`src/rtl/elevator_call_scheduler.sv`:
```
// SCAN call scheduler in front of the elevator controller: latches floor calls,
// tracks the car from the controller's up/dwn outputs and picks the next target.
module elevator_call_scheduler #(
  parameter int NUM_FLOORS = 16,
  parameter int HOME_FLOOR = 0,
  parameter int IDLE_HOME  = 20
) (
  input  logic                  clk,
  input  logic                  rst,
  input  logic [NUM_FLOORS-1:0] call_btn,
  input  logic                  up,
  input  logic                  dwn,
  input  logic                  complete,
  output logic [3:0]            req,
  output logic [3:0]            cur_floor,
  output logic [NUM_FLOORS-1:0] pending,
  output logic                  busy,
  output logic                  door_open,
  output logic [3:0]            served_floor
);

  localparam logic [3:0] TOP_FLOOR  = 4'(NUM_FLOORS - 1);
  localparam logic [3:0] HOME       = 4'(HOME_FLOOR);
  localparam logic [7:0] IDLE_LIMIT = 8'(IDLE_HOME);

  typedef enum logic [1:0] {S_IDLE, S_UP, S_DN, S_HOME} state_t;

  state_t                state_reg, state_next;
  logic [3:0]            cur_floor_reg, cur_floor_next;
  logic [3:0]            req_reg, req_next;
  logic [NUM_FLOORS-1:0] pending_reg, pending_next;
  logic                  door_open_reg, door_open_next;
  logic [3:0]            served_floor_reg, served_floor_next;
  logic [7:0]            idle_cnt_reg, idle_cnt_next;

  logic                  stopped, moving_up, moving_dn, serve;
  logic [NUM_FLOORS-1:0] req_hot, reach, cand_up, cand_dn;
  logic                  up_found, dn_found, pick_up, any_cand;
  logic [3:0]            up_idx, dn_idx;

  assign stopped   = !up && !dwn;
  assign moving_up = up && !dwn;
  assign moving_dn = dwn && !up;
  assign serve     = complete && stopped && (cur_floor_reg == req_reg) && |(pending_reg & req_hot);

  // A moving car can only still stop two floors ahead of the tracked position.
  genvar gi;
  generate
    for (gi = 0; gi < NUM_FLOORS; gi++) begin : g_floor
      localparam logic [4:0] F = 5'(gi);
      assign req_hot[gi]      = (req_reg == F[3:0]);
      assign pending_next[gi] = (pending_reg[gi] | call_btn[gi]) & ~(serve & req_hot[gi]);
      assign reach[gi]        = stopped
                              || (moving_up && (F >= {1'b0, cur_floor_reg} + 5'd2))
                              || (moving_dn && (F + 5'd2 <= {1'b0, cur_floor_reg}));
      assign cand_up[gi]      = pending_next[gi] & reach[gi] & (F[3:0] >= cur_floor_reg);
      assign cand_dn[gi]      = pending_next[gi] & reach[gi] & (F[3:0] <= cur_floor_reg);
    end
  endgenerate

  always_comb begin
    up_found = 1'b0;
    up_idx   = 4'd0;
    dn_found = 1'b0;
    dn_idx   = 4'd0;
    for (int i = NUM_FLOORS - 1; i >= 0; i--) begin
      if (cand_up[i]) begin
        up_found = 1'b1;
        up_idx   = 4'(i);
      end
    end
    for (int i = 0; i < NUM_FLOORS; i++) begin
      if (cand_dn[i]) begin
        dn_found = 1'b1;
        dn_idx   = 4'(i);
      end
    end
  end

  // Nearest call wins; equal distance (including a call at the car) goes up.
  assign pick_up  = up_found && (!dn_found || ((up_idx - cur_floor_reg) <= (cur_floor_reg - dn_idx)));
  assign any_cand = up_found || dn_found;

  always_ff @(posedge clk or negedge rst) begin
    if (!rst) begin
      state_reg        <= S_IDLE;
      cur_floor_reg    <= 4'd0;
      req_reg          <= 4'd0;
      pending_reg      <= '0;
      door_open_reg    <= 1'b0;
      served_floor_reg <= 4'd0;
      idle_cnt_reg     <= 8'd0;
    end else begin
      state_reg        <= state_next;
      cur_floor_reg    <= cur_floor_next;
      req_reg          <= req_next;
      pending_reg      <= pending_next;
      door_open_reg    <= door_open_next;
      served_floor_reg <= served_floor_next;
      idle_cnt_reg     <= idle_cnt_next;
    end
  end

  always_comb begin
    state_next        = state_reg;
    req_next          = req_reg;
    idle_cnt_next     = 8'd0;
    door_open_next    = serve;
    served_floor_next = serve ? req_reg : served_floor_reg;

    if (moving_up && cur_floor_reg != TOP_FLOOR) begin
      cur_floor_next = cur_floor_reg + 4'd1;
    end else if (moving_dn && cur_floor_reg != 4'd0) begin
      cur_floor_next = cur_floor_reg - 4'd1;
    end else begin
      cur_floor_next = cur_floor_reg;
    end

    case (state_reg)
      S_IDLE: begin
        if (any_cand) begin
          state_next = pick_up ? S_UP : S_DN;
          req_next   = pick_up ? up_idx : dn_idx;
        end else if (IDLE_HOME != 0 && idle_cnt_reg == IDLE_LIMIT && cur_floor_reg != HOME) begin
          state_next = S_HOME;
          req_next   = HOME;
        end else if (stopped) begin
          idle_cnt_next = (idle_cnt_reg == 8'hFF) ? idle_cnt_reg : idle_cnt_reg + 8'd1;
        end
      end
      S_HOME: begin
        if (any_cand) begin
          state_next = pick_up ? S_UP : S_DN;
          req_next   = pick_up ? up_idx : dn_idx;
        end else if (complete && stopped && cur_floor_reg == HOME) begin
          state_next = S_IDLE;
        end
      end
      // While travelling, only a nearer reachable call may replace the target.
      S_UP: begin
        if (up_found && (serve || up_idx < req_reg)) begin
          req_next = up_idx;
        end else if (serve) begin
          state_next = dn_found ? S_DN : S_IDLE;
          req_next   = dn_found ? dn_idx : req_reg;
        end
      end
      S_DN: begin
        if (dn_found && (serve || dn_idx > req_reg)) begin
          req_next = dn_idx;
        end else if (serve) begin
          state_next = up_found ? S_UP : S_IDLE;
          req_next   = up_found ? up_idx : req_reg;
        end
      end
      default: state_next = S_IDLE;
    endcase
  end

  always_comb begin
    req          = req_reg;
    cur_floor    = cur_floor_reg;
    pending      = pending_reg;
    busy         = (state_reg != S_IDLE);
    door_open    = door_open_reg;
    served_floor = served_floor_reg;
  end

endmodule

```
`config.mk`:
```
export PLATFORM = sky130hd
export DESIGN_NAME = elevator_call_scheduler
export DESIGN_NICKNAME = d
export VERILOG_FILES = /design/src/rtl/elevator_call_scheduler.sv
export SDC_FILE = /design/constraint.sdc
export NUM_CORES = 1
export LEC_CHECK = 0
export ABC_CLOCK_PERIOD_IN_PS = 5400
export CORE_AREA = 2 2 109 111
export CTS_BUF_LIST = sky130_fd_sc_hd__clkbuf_4 sky130_fd_sc_hd__clkbuf_8
export DETAILED_ROUTE_END_ITERATION = 16
export DIE_AREA = 0 0 111 113
export GPL_TIMING_DRIVEN = 0
export PLACE_DENSITY = 0.7
export SLEW_MARGIN = 40
export SYNTH_ARGS = -nofsm -noshare
export SYNTH_HDL_FRONTEND = slang
export SYNTH_SLANG_ARGS = --single-unit
```
`constraint.sdc`:
```
create_clock -name clk -period 5.4 [get_ports clk]
set_clock_uncertainty 0.15 [all_clocks]
set_input_delay 1.08 -clock clk [delete_from_list [all_inputs] [get_ports clk]]
set_output_delay 1.08 -clock clk [all_outputs]
set_load 0.05 [all_outputs]
```
==> metrics.md <==
| Metric | Value |
|---|---|
| Layout cells sized above 1 | `32.28%` |
| Vias in the first global route | `5122` |
| Most frequent cell after synthesis | `nor2_1` |
| Clock Sinks | `39` |
| DRT antenna net count | `0` |
| RD Place Congestion | `0.9731` |
| Slew headroom | `48.70%` |
| Synth cell types | `86` |
| Most Used Layer, Global Route | `met2` |
| Final Util | `59.44%` |
| Drt drc | `0` |
| H-tree depth | `2` |
| Post-Syn Instances | `578` |
| Top FF cell, synth | `dfrtp_1` |
| Nets | `778` |
| Max incr delay on CP | `0.46 ns` |
| CP endpoint kind | `register` |
| Remaining Overflow, GRT | `0` |
| CP delay by family, top | `compound AO/OA/AOI/OAI gates` |
| Warnings, synthesis | `0` |
| Critical Path AT | `5.79 ns` |
| Count of final max-slew check failures | `0` |
| Avg WL per Cell | `21.14 µm` |
| Met1 Use GR | `38.16%` |
| Initial antenna violation count | `0` |
| Netlist Area Pre-Place | `0.004482 mm²` |
| Outcome | `complete, but fails checks` |
| Startpoint types | `register` |
| Final Hold Viols | `0` |
| Number of enable flip-flop cells after synthesis | `0` |
| CTS tree | `done` |
| Worst path bufs/invs | `6` |
| Final wirelength | `18.35 mm` |
| Post-synth net total | `632` |
| Worst EP required | `5.44 ns` |
| Overall Global Routing Usage | `28.37%` |
| DIE WIDTH | `111 µm` |
| Largest net degree at the start of global routing | `40` |
| RSZ-0062 raised after global routing | `yes` |
| Synthesized area per cell | `7.754 µm²` |
| Reg clk slew, reported paths | `0.08 ns` |
| Failing checks | `negative setup slack` |
| Ys async rst share | `100.0%` |
| Vias | `5410` |
| CTS Buf Count | `5` |
| I/O Pins | `51` |
| Post-synthesis sequential area ratio | `21.78%` |
| GRT met2 Usage | `46.87%` |
| CP Class | `register to register` |
| Final Worst Setup Slack | `-0.3485 ns` |
| Maximum Capacitance Violations | `0` |
| Iteration count of the initial detailed-routing pass | `5` |
| Fmax | `174.0 MHz` |
| Yosys top cell area share | `21.78%` |
| Area of the die | `0.01254 mm²` |
| Die height | `113 µm` |
| Max reg flops | `16` |
| Fin crit share | `106.5%` |
| Synth area leader | `dfrtp_1` |
| DR vias/cell | `6.233` |
| CP Max Fanout | `10` |
| Antenna diode count | `0` |
| Worst-margin pin slew | `0.7588 ns` |
| CP max stage cell | `dfrtp_2` |
| Detailed Place HPWL | `12.52 mm` |
| Hold slack | `0.3275 ns` |
| Yosys reg bits | `39` |
| Global Route met3 Usage | `4.124%` |
| Class of the worst hold path | `register to register` |
| PortBufs | `49` |
| # rows | `39` |
| Area Growth Syn to Fin | `49.50%` |
| Initial detailed-routing violation count | `532` |
| Post-synth top cells | `74 x nor2_1, 54 x nand2_1, 42 x a21oi_1` |
| First-pass GRT wire length | `28.13 mm` |
| Clock Path Buffers | `2` |
| Final Critical Period | `5.748 ns` |
| # fillers | `934` |
| Final setup vio count | `6` |
| Core ar. | `0.01127 mm²` |
| Starting density of the core | `39.76%` |
| Root Driver | `clkbuf_8` |
| Pre-CTS setup slack | `-1.544 ns` |
| Top post-synthesis cells by area | `dfrtp_1 22%, ha_1 8.7%, nor2_1 6.2%` |
| Worst-Skew Late Latency | `0.31 ns` |
-- worst reg2reg max path, delay by kind of cell, from the launching register on --
kind | cells | cell delay [ns]
compound gates | 15 | 2.61
buf+inv | 6 | 0.87
fa+ha+maj | 3 | 0.79
simple gates | 4 | 0.77
flops | 1 | 0.46
-- final timing paths --
kind	depth (start not counted)	end	slack, ns	from
max	28	req[2]	-0.35	req[0]
min	2	served_floor[0]	0.33	served_floor[0]
max reg2reg	28	req[2]	-0.35	req[0]
min reg2reg	2	served_floor[0]	0.33	served_floor[0]
max in group asynchronous	1	req[3]	4.08	rst
min in group asynchronous	1	cur_floor[3]	0.59	rst
-- per-layer routing --
metal | share of wire [%] | vias up | routed length (µm)
met2 | 47 | 328 | 8622
met1 | 41 | 2594 | 7567
met4 | 3.3 | 0 | 606
li1 | - | 2428 | -
met3 | 8.4 | 60 | 1550
met5 | 0 | - | 0
-- placed cells by master (no fill, tap or decap), types with 7 or more instances in the layout --
cell              n
clkdlybuf4s50_1  46
xnor2_1          11
buf_4            83
o21ai_1           8
nand2b_1          9
nor2b_1          12
clkbuf_1          8
buf_6            15
nor2_1           69
nand2_1          54
nand3_1          18
clkbuf_8          9
a21oi_1          35
a31oi_1          14
nor3_1           10
inv_1            21
a21oi_2           7
dfrtp_1          33
ha_1             24
o21ai_0          25
-- stage by stage --
| step | cell area [µm²] | cells | setup TNS, ns |
|---|---|---|---|
| finish | 6700 | 868 | -1.235 |
| global route | 6700 | 868 | -2.375 |
| CTS | 6460 | 854 | -0.2811 |
| detailed placement | 5228 | 771 | -8.237 |
| global placement | 5214 | 770 | -8.893 |
| floorplan | 4544 | 578 | -0.3262 |
-- layout make-up --
type / instances / area, µm² / share of cell area (%)
well taps: 143 / 178.9 / 2.670
clock buffers: 7 / 96.34 / 1.438
plain buffers: 26 / 219.0 / 3.268
clock inverters: 1 / 7.507 / 0.1120
inverters: 30 / 135.1 / 2.017
flip-flops and latches: 39 / 983.4 / 14.68
repair buffers: 144 / 1300 / 19.40
multi-input cells: 478 / 3780 / 56.41
-- timing repair --
item	in CTS	in global routing
gates cloned	1	0
setup endpoints to repair	6	6
setup buffers	79	18
hold buffers	0	0
gates resized for setup	124	29
pin swaps	55	42
-- cell families after synthesis --
family,count (synthesis),synth area share (%)
flops,39,21.78
buf+inv,61,5.639
xor+xnor,17,3.322
compound gates,186,30.68
simple gates,239,28.34
fa+ha+maj,33,9.548
mux,3,0.6979
Power is left out: the tool's default activity adds up to more than one toggle a clock period on the data nets, which glitch-free logic cannot reach.
